==> src/rtl/core_axi_arbiter_pkg.sv <==
// -----------------------------------------------------------------------------
// core_axi_arbiter_pkg
// Shared definitions for the instruction/data AXI4-Lite arbiter:
//   - arb_state_t : arbiter FSM state encoding
//   - GRANT_*     : codes presented on the GRANT output
//   - RESP_*      : AXI response codes used by the arbiter and its users
//   - helper functions that classify a grant code
// No ports (package).
// -----------------------------------------------------------------------------
package core_axi_arbiter_pkg;

  typedef enum logic [2:0] {
    S_IDLE  = 3'd0,
    S_RADDR = 3'd1,
    S_RDATA = 3'd2,
    S_WADDR = 3'd3,
    S_WRESP = 3'd4
  } arb_state_t;

  localparam logic [1:0] GRANT_NONE   = 2'b00;
  localparam logic [1:0] GRANT_INSTR  = 2'b01;
  localparam logic [1:0] GRANT_DREAD  = 2'b10;
  localparam logic [1:0] GRANT_DWRITE = 2'b11;

  localparam logic [1:0] RESP_OKAY   = 2'b00;
  localparam logic [1:0] RESP_SLVERR = 2'b10;

  // Both data-side grant codes have bit 1 set.
  function automatic logic is_data_grant(input logic [1:0] g);
    return g[1];
  endfunction

  function automatic logic is_write_grant(input logic [1:0] g);
    return (g == GRANT_DWRITE);
  endfunction

endpackage

==> src/rtl/core_arb_pick.sv <==
// -----------------------------------------------------------------------------
// core_arb_pick
// Purely combinational winner selection for core_axi_arbiter.
// A data write (address and data both valid) always beats a data read.
// Between the data class and instruction fetch:
//   ARB_ROUND_ROBIN_EN undefined : data always wins (fixed priority).
//   ARB_ROUND_ROBIN_EN defined   : on a collision the class not granted last
//                                  wins; last_data tells which class that was.
// Ports:
//   last_data (RR build only) : 1 = previous grant went to the data class
//   i_req                     : instruction fetch request
//   d_rd_req                  : data read request
//   d_wr_req                  : data write request (AW and W both valid)
//   pick                      : winning GRANT_* code, GRANT_NONE if idle
// -----------------------------------------------------------------------------
module core_arb_pick
  import core_axi_arbiter_pkg::*;
(
`ifdef ARB_ROUND_ROBIN_EN
  input  logic       last_data,
`endif
  input  logic       i_req,
  input  logic       d_rd_req,
  input  logic       d_wr_req,
  output logic [1:0] pick
);

  logic       d_any;
  logic [1:0] d_pick;

  always_comb begin
    d_any  = d_rd_req | d_wr_req;
    d_pick = GRANT_NONE;
    if (d_wr_req) begin
      d_pick = GRANT_DWRITE;
    end else if (d_rd_req) begin
      d_pick = GRANT_DREAD;
    end
  end

  always_comb begin
    pick = GRANT_NONE;
`ifdef ARB_ROUND_ROBIN_EN
    if (d_any && i_req) begin
      pick = last_data ? GRANT_INSTR : d_pick;
    end else if (d_any) begin
      pick = d_pick;
    end else if (i_req) begin
      pick = GRANT_INSTR;
    end
`else
    if (d_any) begin
      pick = d_pick;
    end else if (i_req) begin
      pick = GRANT_INSTR;
    end
`endif
  end

endmodule

==> src/rtl/core_axi_arbiter.sv <==
// -----------------------------------------------------------------------------
// core_axi_arbiter
// Arbitrates an instruction-fetch read port and a data read/write port onto a
// single AXI4-Lite master port with exactly one outstanding transaction.
// The winner and its address/data/strobe are latched in S_IDLE, so requester
// inputs may change freely while BUSY without disturbing the M port.
// Optional feature macro: ARB_ROUND_ROBIN_EN (round-robin between the
// instruction and data classes; default build is fixed data-first priority).
// Ports:
//   CLK, NRST            : clock, asynchronous active-low reset
//   I_AR*, I_R*          : instruction fetch read address / read data
//   D_AR*, D_R*          : data load read address / read data
//   D_AW*, D_W*, D_B*    : data store write address / data / response
//   M_AR*, M_R*, M_AW*,
//   M_W*, M_B*           : shared AXI4-Lite master port to memory
//   GRANT                : 00 none, 01 instruction, 10 data read, 11 data write
//   BUSY                 : high whenever the FSM is not idle
// -----------------------------------------------------------------------------
module core_axi_arbiter
  import core_axi_arbiter_pkg::*;
#(
  parameter int ADDR_W = 32,
  parameter int DATA_W = 32
) (
  input  logic                CLK,
  input  logic                NRST,
  // instruction fetch
  input  logic                I_ARVALID,
  input  logic [ADDR_W-1:0]   I_ARADDR,
  output logic                I_ARREADY,
  output logic                I_RVALID,
  output logic [DATA_W-1:0]   I_RDATA,
  output logic [1:0]          I_RRESP,
  input  logic                I_RREADY,
  // data read
  input  logic                D_ARVALID,
  input  logic [ADDR_W-1:0]   D_ARADDR,
  output logic                D_ARREADY,
  output logic                D_RVALID,
  output logic [DATA_W-1:0]   D_RDATA,
  output logic [1:0]          D_RRESP,
  input  logic                D_RREADY,
  // data write
  input  logic                D_AWVALID,
  input  logic [ADDR_W-1:0]   D_AWADDR,
  output logic                D_AWREADY,
  input  logic                D_WVALID,
  input  logic [DATA_W-1:0]   D_WDATA,
  input  logic [DATA_W/8-1:0] D_WSTRB,
  output logic                D_WREADY,
  output logic                D_BVALID,
  output logic [1:0]          D_BRESP,
  input  logic                D_BREADY,
  // shared master port
  output logic                M_ARVALID,
  output logic [ADDR_W-1:0]   M_ARADDR,
  input  logic                M_ARREADY,
  input  logic                M_RVALID,
  input  logic [DATA_W-1:0]   M_RDATA,
  input  logic [1:0]          M_RRESP,
  output logic                M_RREADY,
  output logic                M_AWVALID,
  output logic [ADDR_W-1:0]   M_AWADDR,
  input  logic                M_AWREADY,
  output logic                M_WVALID,
  output logic [DATA_W-1:0]   M_WDATA,
  output logic [DATA_W/8-1:0] M_WSTRB,
  input  logic                M_WREADY,
  input  logic                M_BVALID,
  input  logic [1:0]          M_BRESP,
  output logic                M_BREADY,
  // status
  output logic [1:0]          GRANT,
  output logic                BUSY
);

  localparam int STRB_W = DATA_W / 8;

  arb_state_t        state_reg, state_next;
  logic [1:0]        grant_reg, grant_next;
  logic [ADDR_W-1:0] addr_reg, addr_next;
  logic [DATA_W-1:0] wdata_reg, wdata_next;
  logic [STRB_W-1:0] wstrb_reg, wstrb_next;
  logic              aw_done_reg, aw_done_next;
  logic              w_done_reg, w_done_next;

  logic [1:0]        pick;
  logic              rready_sel;
  logic              aw_done_now;
  logic              w_done_now;

`ifdef ARB_ROUND_ROBIN_EN
  logic              last_data_reg, last_data_next;
`endif

  // ---------------------------------------------------------------------------
  // Winner selection
  // ---------------------------------------------------------------------------
  core_arb_pick u_pick (
`ifdef ARB_ROUND_ROBIN_EN
    .last_data (last_data_reg),
`endif
    .i_req     (I_ARVALID),
    .d_rd_req  (D_ARVALID),
    .d_wr_req  (D_AWVALID & D_WVALID),
    .pick      (pick)
  );

  // ---------------------------------------------------------------------------
  // State registers
  // ---------------------------------------------------------------------------
  always_ff @(posedge CLK or negedge NRST) begin
    if (!NRST) begin
      state_reg   <= S_IDLE;
      grant_reg   <= GRANT_NONE;
      addr_reg    <= '0;
      wdata_reg   <= '0;
      wstrb_reg   <= '0;
      aw_done_reg <= 1'b0;
      w_done_reg  <= 1'b0;
    end else begin
      state_reg   <= state_next;
      grant_reg   <= grant_next;
      addr_reg    <= addr_next;
      wdata_reg   <= wdata_next;
      wstrb_reg   <= wstrb_next;
      aw_done_reg <= aw_done_next;
      w_done_reg  <= w_done_next;
    end
  end

`ifdef ARB_ROUND_ROBIN_EN
  // Reset value 0 means "last grant was instruction".
  always_ff @(posedge CLK or negedge NRST) begin
    if (!NRST) begin
      last_data_reg <= 1'b0;
    end else begin
      last_data_reg <= last_data_next;
    end
  end
`endif

  // ---------------------------------------------------------------------------
  // Next-state logic and channel muxing
  // ---------------------------------------------------------------------------
  always_comb begin
    state_next   = state_reg;
    grant_next   = grant_reg;
    addr_next    = addr_reg;
    wdata_next   = wdata_reg;
    wstrb_next   = wstrb_reg;
    aw_done_next = aw_done_reg;
    w_done_next  = w_done_reg;
`ifdef ARB_ROUND_ROBIN_EN
    last_data_next = last_data_reg;
`endif

    I_ARREADY = 1'b0;
    I_RVALID  = 1'b0;
    I_RDATA   = '0;
    I_RRESP   = RESP_OKAY;
    D_ARREADY = 1'b0;
    D_RVALID  = 1'b0;
    D_RDATA   = '0;
    D_RRESP   = RESP_OKAY;
    D_AWREADY = 1'b0;
    D_WREADY  = 1'b0;
    D_BVALID  = 1'b0;
    D_BRESP   = RESP_OKAY;
    M_ARVALID = 1'b0;
    M_RREADY  = 1'b0;
    M_AWVALID = 1'b0;
    M_WVALID  = 1'b0;
    M_BREADY  = 1'b0;

    rready_sel  = 1'b0;
    aw_done_now = 1'b0;
    w_done_now  = 1'b0;

    case (state_reg)
      S_IDLE: begin
        // Latch only; no requester sees READY in this cycle.
        if (pick != GRANT_NONE) begin
          grant_next = pick;
          case (pick)
            GRANT_INSTR: addr_next = I_ARADDR;
            GRANT_DREAD: addr_next = D_ARADDR;
            default:     addr_next = D_AWADDR;
          endcase
          if (is_write_grant(pick)) begin
            wdata_next = D_WDATA;
            wstrb_next = D_WSTRB;
            state_next = S_WADDR;
          end else begin
            state_next = S_RADDR;
          end
          aw_done_next = 1'b0;
          w_done_next  = 1'b0;
`ifdef ARB_ROUND_ROBIN_EN
          last_data_next = is_data_grant(pick);
`endif
        end
      end

      S_RADDR: begin
        M_ARVALID = 1'b1;
        if (grant_reg == GRANT_INSTR) begin
          I_ARREADY = M_ARREADY;
        end else begin
          D_ARREADY = M_ARREADY;
        end
        if (M_ARREADY) begin
          state_next = S_RDATA;
        end
      end

      S_RDATA: begin
        if (grant_reg == GRANT_INSTR) begin
          I_RVALID   = M_RVALID;
          I_RDATA    = M_RDATA;
          I_RRESP    = M_RRESP;
          rready_sel = I_RREADY;
        end else begin
          D_RVALID   = M_RVALID;
          D_RDATA    = M_RDATA;
          D_RRESP    = M_RRESP;
          rready_sel = D_RREADY;
        end
        M_RREADY = rready_sel;
        if (M_RVALID && rready_sel) begin
          state_next = S_IDLE;
          grant_next = GRANT_NONE;
        end
      end

      S_WADDR: begin
        // AW and W complete independently; each is offered until accepted.
        M_AWVALID   = !aw_done_reg;
        M_WVALID    = !w_done_reg;
        D_AWREADY   = M_AWREADY && !aw_done_reg;
        D_WREADY    = M_WREADY && !w_done_reg;
        aw_done_now = aw_done_reg || M_AWREADY;
        w_done_now  = w_done_reg || M_WREADY;
        if (aw_done_now && w_done_now) begin
          state_next   = S_WRESP;
          aw_done_next = 1'b0;
          w_done_next  = 1'b0;
        end else begin
          aw_done_next = aw_done_now;
          w_done_next  = w_done_now;
        end
      end

      S_WRESP: begin
        D_BVALID = M_BVALID;
        D_BRESP  = M_BRESP;
        M_BREADY = D_BREADY;
        if (M_BVALID && D_BREADY) begin
          state_next = S_IDLE;
          grant_next = GRANT_NONE;
        end
      end

      default: begin
        state_next = S_IDLE;
        grant_next = GRANT_NONE;
      end
    endcase
  end

  assign M_ARADDR = addr_reg;
  assign M_AWADDR = addr_reg;
  assign M_WDATA  = wdata_reg;
  assign M_WSTRB  = wstrb_reg;
  assign GRANT    = grant_reg;
  assign BUSY     = (state_reg != S_IDLE);

endmodule

==> config.mk <==
export PLATFORM = sky130hd
export DESIGN_NAME = core_axi_arbiter
export DESIGN_NICKNAME = d
export VERILOG_FILES = /design/src/rtl/core_axi_arbiter_pkg.sv /design/src/rtl/core_arb_pick.sv /design/src/rtl/core_axi_arbiter.sv
export SDC_FILE = /design/constraint.sdc
export NUM_CORES = 1
export LEC_CHECK = 0
export CAP_MARGIN = 0
export CORE_AREA = 3 3 140 142
export DETAILED_ROUTE_END_ITERATION = 16
export DIE_AREA = 0 0 143 145
export PLACE_DENSITY_LB_ADDON = 0.08
export SYNTH_ARGS = -nofsm -noshare
export SYNTH_HDL_FRONTEND = slang
export SYNTH_HIERARCHICAL = 1
export SYNTH_SLANG_ARGS = --single-unit
==> constraint.sdc <==
create_clock -name CLK -period 2.5 [get_ports CLK]
set_clock_uncertainty 0.05 [all_clocks]
set_input_delay 0.75 -clock CLK [delete_from_list [all_inputs] [get_ports CLK]]
set_output_delay 0.75 -clock CLK [all_outputs]
set_load 0.05 [all_outputs]
Yosys cells after proc, flatten, opt, wreduce, memory -nomap -nowiden
Index checks and enable logic that the tools add are counted.
{ "word_totals": {"regBits": 75, "inputBits": 182, "out_inout_bits": 185, "wordCells": 90} }
{ "classes": {"n_eq_ne": 13, "muxes": 48, "n_bitwise": 3, "n_reduce_logical": 19} }
{ "ops": {"columns": ["cell", "n"], "rows": [
  ["$mux 32", 4],
  ["$pmux 32 s2", 1],
  ["$mux 2", 12],
  ["$mux 1", 22],
  ["$mux 3", 5],
  ["$pmux 3 s5", 1],
  ["$ne 2x2->1 const B", 5],
  ["$pmux 2 s4", 1],
  ["$eq 3x2->1 const B", 2],
  ["$logic_and 1x1->1", 5],
  ["$reduce_and 5->1", 1],
  ["$eq 2x1->1 const B", 2],
  ["$eq 2x2->1 const B", 2],
  ["$pmux 1 s2", 2],
  ["$reduce_and 2->1", 2],
  ["$reduce_and 4->1", 1],
  ["$reduce_bool 2->1", 2],
  ["$eq 3x1->1 const B", 1],
  ["$eq 3x3->1 const B", 1],
  ["$logic_not 3->1", 1],
  ["$reduce_and 3->1", 1],
  ["$reduce_bool 3->1", 1],
  ["$logic_not 1->1", 2],
  ["$logic_or 1x1->1", 2],
  ["4 further kinds", 4]
]} }

Longest topological paths before layout
Gate-level depths: netlist of run 1.
{ "depth": {"depth_word": 7, "depth_mapped": 10, "mapped_depth_nobuf": 7} }

By module
The synthesis of run 1 kept the hierarchy.
{ "by_module_without_submodules": {"columns": ["module", "n_inst", "cells_each", "area_each_um2", "seq_area_each_um2"], "rows": [
  ["core_axi_arbiter", 1, 448, 4490.6, 1876.8],
  ["core_arb_pick", 1, 3, 17.5, 0.0]
]} }

Least setup slack after synthesis of run 1
OpenSTA, ideal clock, no wires.
{ "synth_timing": {"kind": "reg-to-output", "start": "register state_reg[1]", "end": "output port D_ARREADY", "arrival_ns": 2.698, "required_time_ns": 1.700, "setup_slack_ns": -0.998, "path_stages_with_launch": 5, "path_buffers": 1, "path_cell_list": "dfrtp_1 > clkbuf_1 > nor3b_1 > nand2_1 > nor2_1"} }
{ "synth_between": {"elab_chain_cells": 2} }
{ "synth_lines": {"columns": ["item", "line_no", "text"], "rows": [
  ["start, declared", "core_axi_arbiter.sv:79", "arb_state_t state_reg, state_next;"],
  ["start signal, assigned", "core_axi_arbiter.sv:122", "state_reg <= state_next;"],
  ["$eq 3x1->1", "core_axi_arbiter.sv:180", "case (state_reg)"],
  ["$mux 1", "core_axi_arbiter.sv:180", null],
  ["end, declared", "core_axi_arbiter.sv:38", "output logic D_ARREADY,"]
]} }
No other way between the ends.

Worst setup path after layout of run 1
{ "layout_timing": {"start": "register state_reg[2]", "end": "output port D_RDATA[18]"} }
{ "layout_between": {"elab_chain_cells": 2} }
{ "layout_lines": {"columns": ["item", "line_no", "text"], "rows": [
  ["$eq 3x2->1", "core_axi_arbiter.sv:180", null],
  ["$mux 32", "core_axi_arbiter.sv:180", null],
  ["end, declared", "core_axi_arbiter.sv:40", "output logic [DATA_W-1:0] D_RDATA,"]
]} }
No other way between the ends.

==> impl_metrics.yaml, run 1 <==
drt:
  ant_nets: 0
  drt_iter0_markers: 129
  drc: 0
  via_per_inst: 4.76
  vias: 4946
  drtPass1Iterations: 4
  wl_mm: 19.9
  wl_per_cell_um: 19.2
job:
  max-cap-violations: 0
global_route:
  grt_max_degree: 46
  antenna_found_initial: 0
  grt_pass1_vias: 5275
  grt-ovfl-total: 0
  grt_pass1_wl_mm: 30.2
  grt_usage_pct: 18.4
setup_path:
  worst_setup_path_start_kind: "register"
  worstPathRequired_ps: 1700
  arrival_ps: 1710
  end_kind: "output port"
  critPathKind: "reg2out"
  worstPathMaxFanout: 18
synth:
  synth_compound_area_share_pct: 18.3
  synth_cell_types: 38
  mappedNetlistArea_mm2: 0.00451
  postSynth.asyncResetShare_pct: 100
  synth_top_flop_cell: "dfrtp_1"
  synth-simple-area-share_pct: 18.5
  seq_area_frac_synth_pct: 41.6
  syn_avg_cell_area_um2: 10.0
  synth-xor-area-share_pct: 0
  synth_mux_area_share_pct: 8.99
  synth_top_family_by_area: "simple AND/OR/NAND/NOR gates"
  synth-edff-count: 0
  synthCells: 451
  synthAdderAreaFrac_pct: 1.11
  ys_warn_count: 6
  synth_fp_nets: 637
  ys_ff_latch: 75
sta:
  slew_headroom_pct: 62.9
  setup_viol: 1
  slew_viol_final: 0
  hold_viol: 0
  min_period_ps: 2510
  worst_pin_slew_ps: 555
  setup_ws_ps: -11.5
  rsz0062_at_grt: "true"
  fin_crit_sh_pct: 100
  max_freq_mhz: 398
final_layout:
  fillers: 1609
  fin_util_pct: 55.0
  final_common_cell: "clkdlybuf4s50_1"
  drive_above_1_share_pct: 38.2
  diodes: 0
  syn_to_final_growth_pct: 127
  most-common-layout-cells: "clkdlybuf4s50_1 (276), buf_12 (90), dfrtp_1 (71), and3_4 (44)"
  final_nets: 987
outcome:
  outcome: "finished, violations left"
  violations: "negative setup slack"
cts:
  cts_root_buf: "clkbuf_16"
  clk_latency_ps: 320
  clk_pin_slew_ps: 60
  numCtsBuffers: 9
  ctsHtreeMaxLevel: 3
  cts_tree: "yes"
  cts.sink_count: 75
  cts.path.max_buffers: 2
die:
  rows: 50
  fp.dieW_um: 143
  die_area_mm2: 0.0207
  die_height_um: 145
  start_util_pct: 24.3
  core-area_mm2: 0.0186
  ios: 367
placement:
  dp_hpwl_mm: 15.0
  portBuffers: 366
  dp_slack_ps: -504
  gp_congestion: 0.767
min_path:
  holdCritPathClass: "in2async"
power_and_ir_drop:
  power.static_leakage_uw: 0.00431
  ir_drop_mv: 0.859
  p_per_area_mw_per_mm2: 1350
-- layer usage --
layer / vias to the layer above / routed length [µm] / share of wire, % / track usage [%]
met4: 0 / 238 / 1.2 / 3.90
met3: 13 / 1990 / 10 / 6.66
met5: - / 0 / 0 / 0
met2: 238 / 10500 / 53 / 33.1
met1: 2377 / 7190 / 36 / 20.7
li1: 2318 / - / - / -
-- logic make-up (layout without fill, tap and decap cells) --
kind of cell | after synthesis | count (layout)
buffers and inverters | 80 | 435
DFF | 75 | 75
and+or+nand+nor | 147 | 147
AOI/OAI and AO/OA | 109 | 109
muxes | 36 | 36
adders and majority gates | 4 | 4
-- metrics by stage --
| step | hold WS [ps] | instances | setup TNS, ps | power, µW | area [µm²] |
|---|---|---|---|---|---|
| final | 301 | 1040 | -11.5 | 13800 | 10200 |
| after global routing | 322 | 1040 | -2720 | 14400 | 10200 |
| after CTS | 310 | 1039 | -1140 | 13800 | 10000 |
| after detailed placement | 429 | 1004 | -27380 | 11500 | 9190 |
| after global placement | 420 | 1004 | -25570 | 11500 | 9190 |
| after floorplan | 404 | 451 | -148 | 8180 | 4590 |
-- cells in the mapped netlist (all sizes together) (2+ instances only) --
| cell type | count | area share [%] |
|---|---|---|
| nand2b | 2 | 0.28 |
| buf | 42 | 7.7 |
| a21o | 33 | 5.5 |
| clkbuf | 32 | 3.3 |
| and2 | 7 | 0.97 |
| ha | 4 | 1.1 |
| nand3 | 5 | 0.56 |
| o211ai | 3 | 0.50 |
| nor2b | 3 | 0.42 |
| a211oi | 33 | 5.5 |
| o2111ai | 3 | 0.58 |
| mux2 | 36 | 9.0 |
| dfrtp | 75 | 42 |
| and3 | 70 | 9.7 |
| inv | 6 | 0.50 |
| a22oi | 32 | 5.3 |
| nand2 | 11 | 0.92 |
| nor3b | 4 | 0.78 |
| nor2 | 38 | 3.5 |
-- critical path, cell delays in order, from the launching register on --
cell and delay, ps:
dfrtp_2 440, nor3b_4 230, buf_12 180, buf_16 160, and3_4 230, buf_12 140
-- final timing paths --
path | from | end | slack [ps] | cells past startpoint
max in group asynchronous | NRST | M_WDATA[18] | 1470 | 2
min | NRST | M_WDATA[31] | 300 | 1
max reg2reg | state_reg[2] | M_WDATA[1] | 460 | 6
min in group CLK | M_WDATA[11] | M_WDATA[11] | 430 | 1
max | state_reg[2] | D_RDATA[18] | -10 | 5
min reg2reg | M_WDATA[11] | M_WDATA[11] | 430 | 1
-- final cells by class --
type | instances | area (µm²) | area share (%)
clock buffer | 9 | 225 | 2.20
clock inverter | 7 | 116 | 1.14
inverter | 6 | 22.5 | 0.220
multi-input combinational | 296 | 2600 | 25.5
sequential | 75 | 1880 | 18.4
tap | 234 | 293 | 2.87
timing repair buffer | 413 | 5080 | 49.7
-- timing repair --
action                                  CTS  global route
pin swaps                                 7            21
gates cloned                              5             2
resized for setup                        65            41
hold buffers                              0             0
buffers inserted                         14             2
endpoints found under the setup margin  130           121
-- report_power, final --
group	internal (µW)	switching [µW]	total [µW]
sequential	1820	466	2290
combinational	4110	5920	10000
clock	973	500	1470
total	6900	6890	13800
(Power assumes the default switching activity.)
==> run 2, diff against run 1 <==
GPL_TIMING_DRIVEN = 0   (was unset)
HOLD_SLACK_MARGIN = 0.05   (was unset)
==> run 2 against run 1 <==
  * The run still ends with negative setup slack left
  * Via count grew 2.5%
  * Power shrank 4.0%
  * Non-clock buffer count grew 41
  * Worst setup slack lost 80 ps
  * Critical path depth grew 1
  * Critical endpoint is now I_RDATA[16]
  * Utilization shrank 3.3 points
  * Routed wire length shrank 1.1%
  * Die area is the same
  * First-iteration DRC count grew 12%
  * Largest power group unchanged
  * Flip-flop and latch count is the same
==> impl_metrics.yaml, run 2 (synthesized netlist as in run 1, its figures left out) <==
outcome:
  outcome: "finished, violations left"
  violations: "negative setup slack"
setup_path:
  crit_end: "I_RDATA[16]"
  worst_setup_path_start_kind: "register"
  timing.rr.start: "state_reg[0]"
  critPathKind: "reg2out"
  ff2ff_path_depth: 5
  r2r_slack_ps: 620
  worstPathRequired_ps: 1700
  arrival_ps: 1790
  worstPathMaxFanout: 10
  critPathLaunch: "state_reg[2]"
  timing.rr.end: "M_WDATA[24]"
  end_kind: "output port"
sta:
  worst_pin_slew_ps: 562
  hold_viol: 0
  hold_ws_ps: 257
  fin_setup_tns_ps: -5420
  min_period_ps: 2590
  fin_crit_sh_pct: 104
  max_freq_mhz: 386
  slew_viol_final: 0
  slew_headroom_pct: 62.4
  setup_viol: 71
  rsz0062_at_grt: "true"
  setup_ws_ps: -91.6
global_route:
  grt_use_met1_pct: 20.0
  grt_pass1_vias: 5346
  grt_usage_pct: 18.3
  grt-ovfl-total: 0
  busiest_layer: "met2"
  grt_pass1_wl_mm: 30.0
  grtUsageMet3_pct: 5.54
  antenna_found_initial: 0
  grt_max_degree: 53
  grtUsageMet2_pct: 33.4
drt:
  via_per_inst: 4.69
  drc: 0
  wl_per_cell_um: 18.2
  vias: 5068
  drtPass1Iterations: 4
  wl_mm: 19.7
  ant_nets: 0
  drt_iter0_markers: 144
final_layout:
  fillers: 1643
  drive_above_1_share_pct: 35.4
  syn_to_final_growth_pct: 113
  final_nets: 1028
  final_common_cell: "clkdlybuf4s50_1"
  diodes: 0
  most-common-layout-cells: "clkdlybuf4s50_1 (271), dfrtp_1 (74), buf_6 (54), buf_4 (47)"
job:
  max-cap-violations: 0
die:
  die_height_um: 145
  fp.dieW_um: 143
  die_area_mm2: 0.0207
  ios: 367
  start_util_pct: 24.3
  rows: 50
  core-area_mm2: 0.0186
power_and_ir_drop:
  p_per_area_mw_per_mm2: 1380
  power.static_leakage_uw: 0.00443
  ir_drop_mv: 0.733
placement:
  dp_slack_ps: -977
  gp_congestion: 0.843
  dp_hpwl_mm: 15.8
  portBuffers: 366
cts:
  numCtsBuffers: 9
  cts_root_buf: "clkbuf_16"
  cts.sink_count: 75
  cts.path.max_buffers: 2
  holdBufCountCts: 0
  ctsHtreeMaxLevel: 3
  cts_tree: "yes"
  clk_latency_ps: 350
  clk_pin_slew_ps: 70
min_path:
  holdCritPathClass: "in2async"
run 2: changes by cell type in the layout (fill, tap and decap cells not counted), moves of 11 or more:
cell      previous run  this run
and3_4              44        27
clkbuf_2             0        13
and3_1               0        25
a211oi_2            25         5
clkbuf_4             0        11
buf_4               32        47
buf_6                3        54
a211oi_1             8        28
buf_12              90         4
buf_8                3        28
run 2: through the flow:
step / std cells / cell area [µm²] / total power [µW] / utilization (%)
2_1_floorplan: 451 / 4590 / 8180 / -
3_3_place_gp: 1051 / 8550 / 11200 / 46.0
3_5_place_dp: 1052 / 8580 / 11300 / 46.2
4_1_cts: 1073 / 9300 / 13100 / 50.1
5_1_grt: 1081 / 9600 / 13800 / 51.7
6_report: 1081 / 9600 / 13200 / 51.7
run 2: worst min path at each step:
stage / from / to / slack, ps / cells after the start
3_5_place_dp: M_WDATA[7] / M_WDATA[7] / 430 / 1
2_1_floorplan: NRST / GRANT[0] / 400 / 0
3_3_place_gp: M_WDATA[7] / M_WDATA[7] / 420 / 1
6_report: NRST / M_WDATA[28] / 260 / 1
5_1_grt: NRST / M_WDATA[31] / 270 / 1
4_1_cts: NRST / M_WDATA[31] / 250 / 1
run 2: layer usage:
| metal | up-vias | wire, µm |
|---|---|---|
| met1 | 2424 | 7330 |
| met3 | 22 | 1710 |
| met5 | - | 0 |
| met4 | 0 | 346 |
| met2 | 225 | 10300 |
| li1 | 2397 | - |
run 2: what timing repair did:
item / 4_1_cts / 5_1_grt
endpoints found under the setup margin: 150 / 147
buffers inserted: 7 / 6
pin swaps: 8 / 6
gates cloned: 1 / 2
gates resized for setup: 660 / 61
run 2: critical path, cell delays in order, from the launching register on:
cell and delay (ps):
dfrtp_1 390, buf_6 140, nor3b_4 220, buf_12 170
clkbuf_8 160, and3_4 200, buf_8 140
run 2: power breakdown:
group | internal, µW | leakage (µW) | switching [µW]
clock | 689 | 0.000139 | 563
sequential | 1820 | 0.000915 | 455
combinational | 3910 | 0.00338 | 5800
run 2: layout make-up:
class                           count  area [µm²]  area share (%)
Inverter                            6        25.0           0.261
Buffer                             71         662            6.89
Multi-Input combinational cell    296        2410            25.1
Tap cell                          234         293            3.05
Clock inverter                      7        58.8           0.612
Sequential cell                    75        1880            19.6
Timing Repair Buffer              383        4050            42.2
Clock buffer                        9         225            2.35
==> run 3, diff against run 2 <==
RECOVER_POWER = 50   (was unset)
==> run 3 against run 2 <==
  * The flow still finishes with violations (negative setup slack)
  * Critical path depth did not move
  * Register-to-register slack worse by 230 ps
  * Worst setup slack worse by 2.5 ps
==> impl_metrics.yaml, run 3 (synthesized netlist as in run 1, its figures left out) <==
outcome:
  outcome: "finished, violations left"
  violations: "negative setup slack"
final_layout:
  diodes: 0
  most-common-layout-cells: "clkdlybuf4s50_1 (244), dfrtp_1 (74), buf_6 (54), buf_4 (44)"
  final_cell_area_mm2: 0.00951
  syn_to_final_growth_pct: 111
  final_common_cell: "clkdlybuf4s50_1"
  final_nets: 1028
  fin_util_pct: 51.2
  drive_above_1_share_pct: 35.2
cts:
  holdBufCountCts: 0
  clk_pin_slew_ps: 70
  cts.path.max_buffers: 2
  cts.sink_count: 75
  clk_latency_ps: 350
  numCtsBuffers: 9
  ctsHtreeMaxLevel: 3
  cts_root_buf: "clkbuf_16"
  cts_tree: "yes"
setup_path:
  critPathMostFrequentCell: "buf_6"
  crit_path_top_delay_cell: "dfrtp_1"
  crit_chain: "buf_6, nor3b_4, buf_12, clkbuf_8, and3_4, buf_6"
  arrival_ps: 1790
  worstPathRequired_ps: 1700
  end_kind: "output port"
  worstPathMaxFanout: 10
  max_stage_delay_ps: 390
  critPathKind: "reg2out"
  critical_path.top_delay_family: "buffers and inverters"
  worst_setup_path_start_kind: "register"
  path_buf_inv: 4
placement:
  dp_slack_ps: -977
  dp_hpwl_mm: 15.8
  gp_congestion: 0.843
  dpl_cell_area_mm2: 0.00858
  portBuffers: 366
drt:
  drt_iter0_markers: 150
  via_per_inst: 4.69
  vias: 5068
  ant_nets: 0
  drc: 0
  drtPass1Iterations: 4
  wl_mm: 19.7
  wl_per_cell_um: 18.2
sta:
  hold_viol: 0
  setup_viol: 101
  slew_headroom_pct: 12.7
  setup_ws_ps: -94.1
  worst_pin_slew_ps: 1310
  max_freq_mhz: 385
  fin_crit_sh_pct: 104
  rsz0062_at_grt: "true"
  hold_ws_ps: 435
  slew_viol_final: 0
  min_period_ps: 2590
power_and_ir_drop:
  p_per_area_mw_per_mm2: 1370
  power.static_leakage_uw: 0.00433
  ir_drop_mv: 0.709
global_route:
  grt_max_degree: 53
  grt_usage_pct: 18.3
  grt-ovfl-total: 0
  grt_pass1_wl_mm: 30.0
  grt_pass1_vias: 5346
  antenna_found_initial: 0
die:
  core-area_mm2: 0.0186
  die_area_mm2: 0.0207
  ios: 367
  start_util_pct: 24.3
  die_height_um: 145
  rows: 50
  fp.dieW_um: 143
job:
  max-cap-violations: 0
min_path:
  holdCritPathClass: "reg2reg"
run 3: path summary, 6_finish.rpt:
check,startpoint,to,slack (ps),depth (start not counted)
hold reg to reg,M_WDATA[10],M_WDATA[10],440,1
hold / removal,M_WDATA[10],M_WDATA[10],440,1
setup reg to reg,state_reg[0],M_WDATA[24],390,5
min in group asynchronous,NRST,M_WDATA[28],630,1
max in group asynchronous,NRST,M_ARADDR[28],290,2
setup / recovery,state_reg[2],I_RDATA[19],-90,6
run 3: timing repair:
item	4_1_cts	5_1_grt
gates resized for setup	660	61
setup endpoints to repair	150	147
buffers inserted	7	6
pin swaps	8	6
gates cloned	1	2
run 3: where the power goes:
part           internal [µW]  switching (µW)
Combinational           3760            5790
Clock                    689             563
Sequential              1820             445
Total                   6270            6800
run 3: layout make-up:
type	count	area (µm²)
buffer	71	662
clock buffer	9	225
clock inverter	7	58.8
fill	1653	9070
inverter	6	25.0
multi-input combinational	296	2400
sequential	75	1880
tap	234	293
timing repair buffer	383	3970
run 3: per-stage QoR:
stage                     instances  setup TNS, ps  power (µW)
after global routing           1081         -22650       13700
after CTS                      1073          -6820       13100
after detailed placement       1052        -109890       11300
after global placement         1051        -261170       11200
final                          1081          -7020       13100
after floorplan                 451           -148        8180
run 3: metal layers:
metal | vias up | share of wire [%] | wire [µm] | GRT usage [%]
met2 | 224 | 52 | 10300 | 33.4
li1 | 2394 | - | - | -
met5 | - | 0 | 0 | 0
met1 | 2428 | 37 | 7380 | 20.0
met3 | 22 | 8.4 | 1660 | 5.54
met4 | 0 | 1.8 | 346 | 6.08
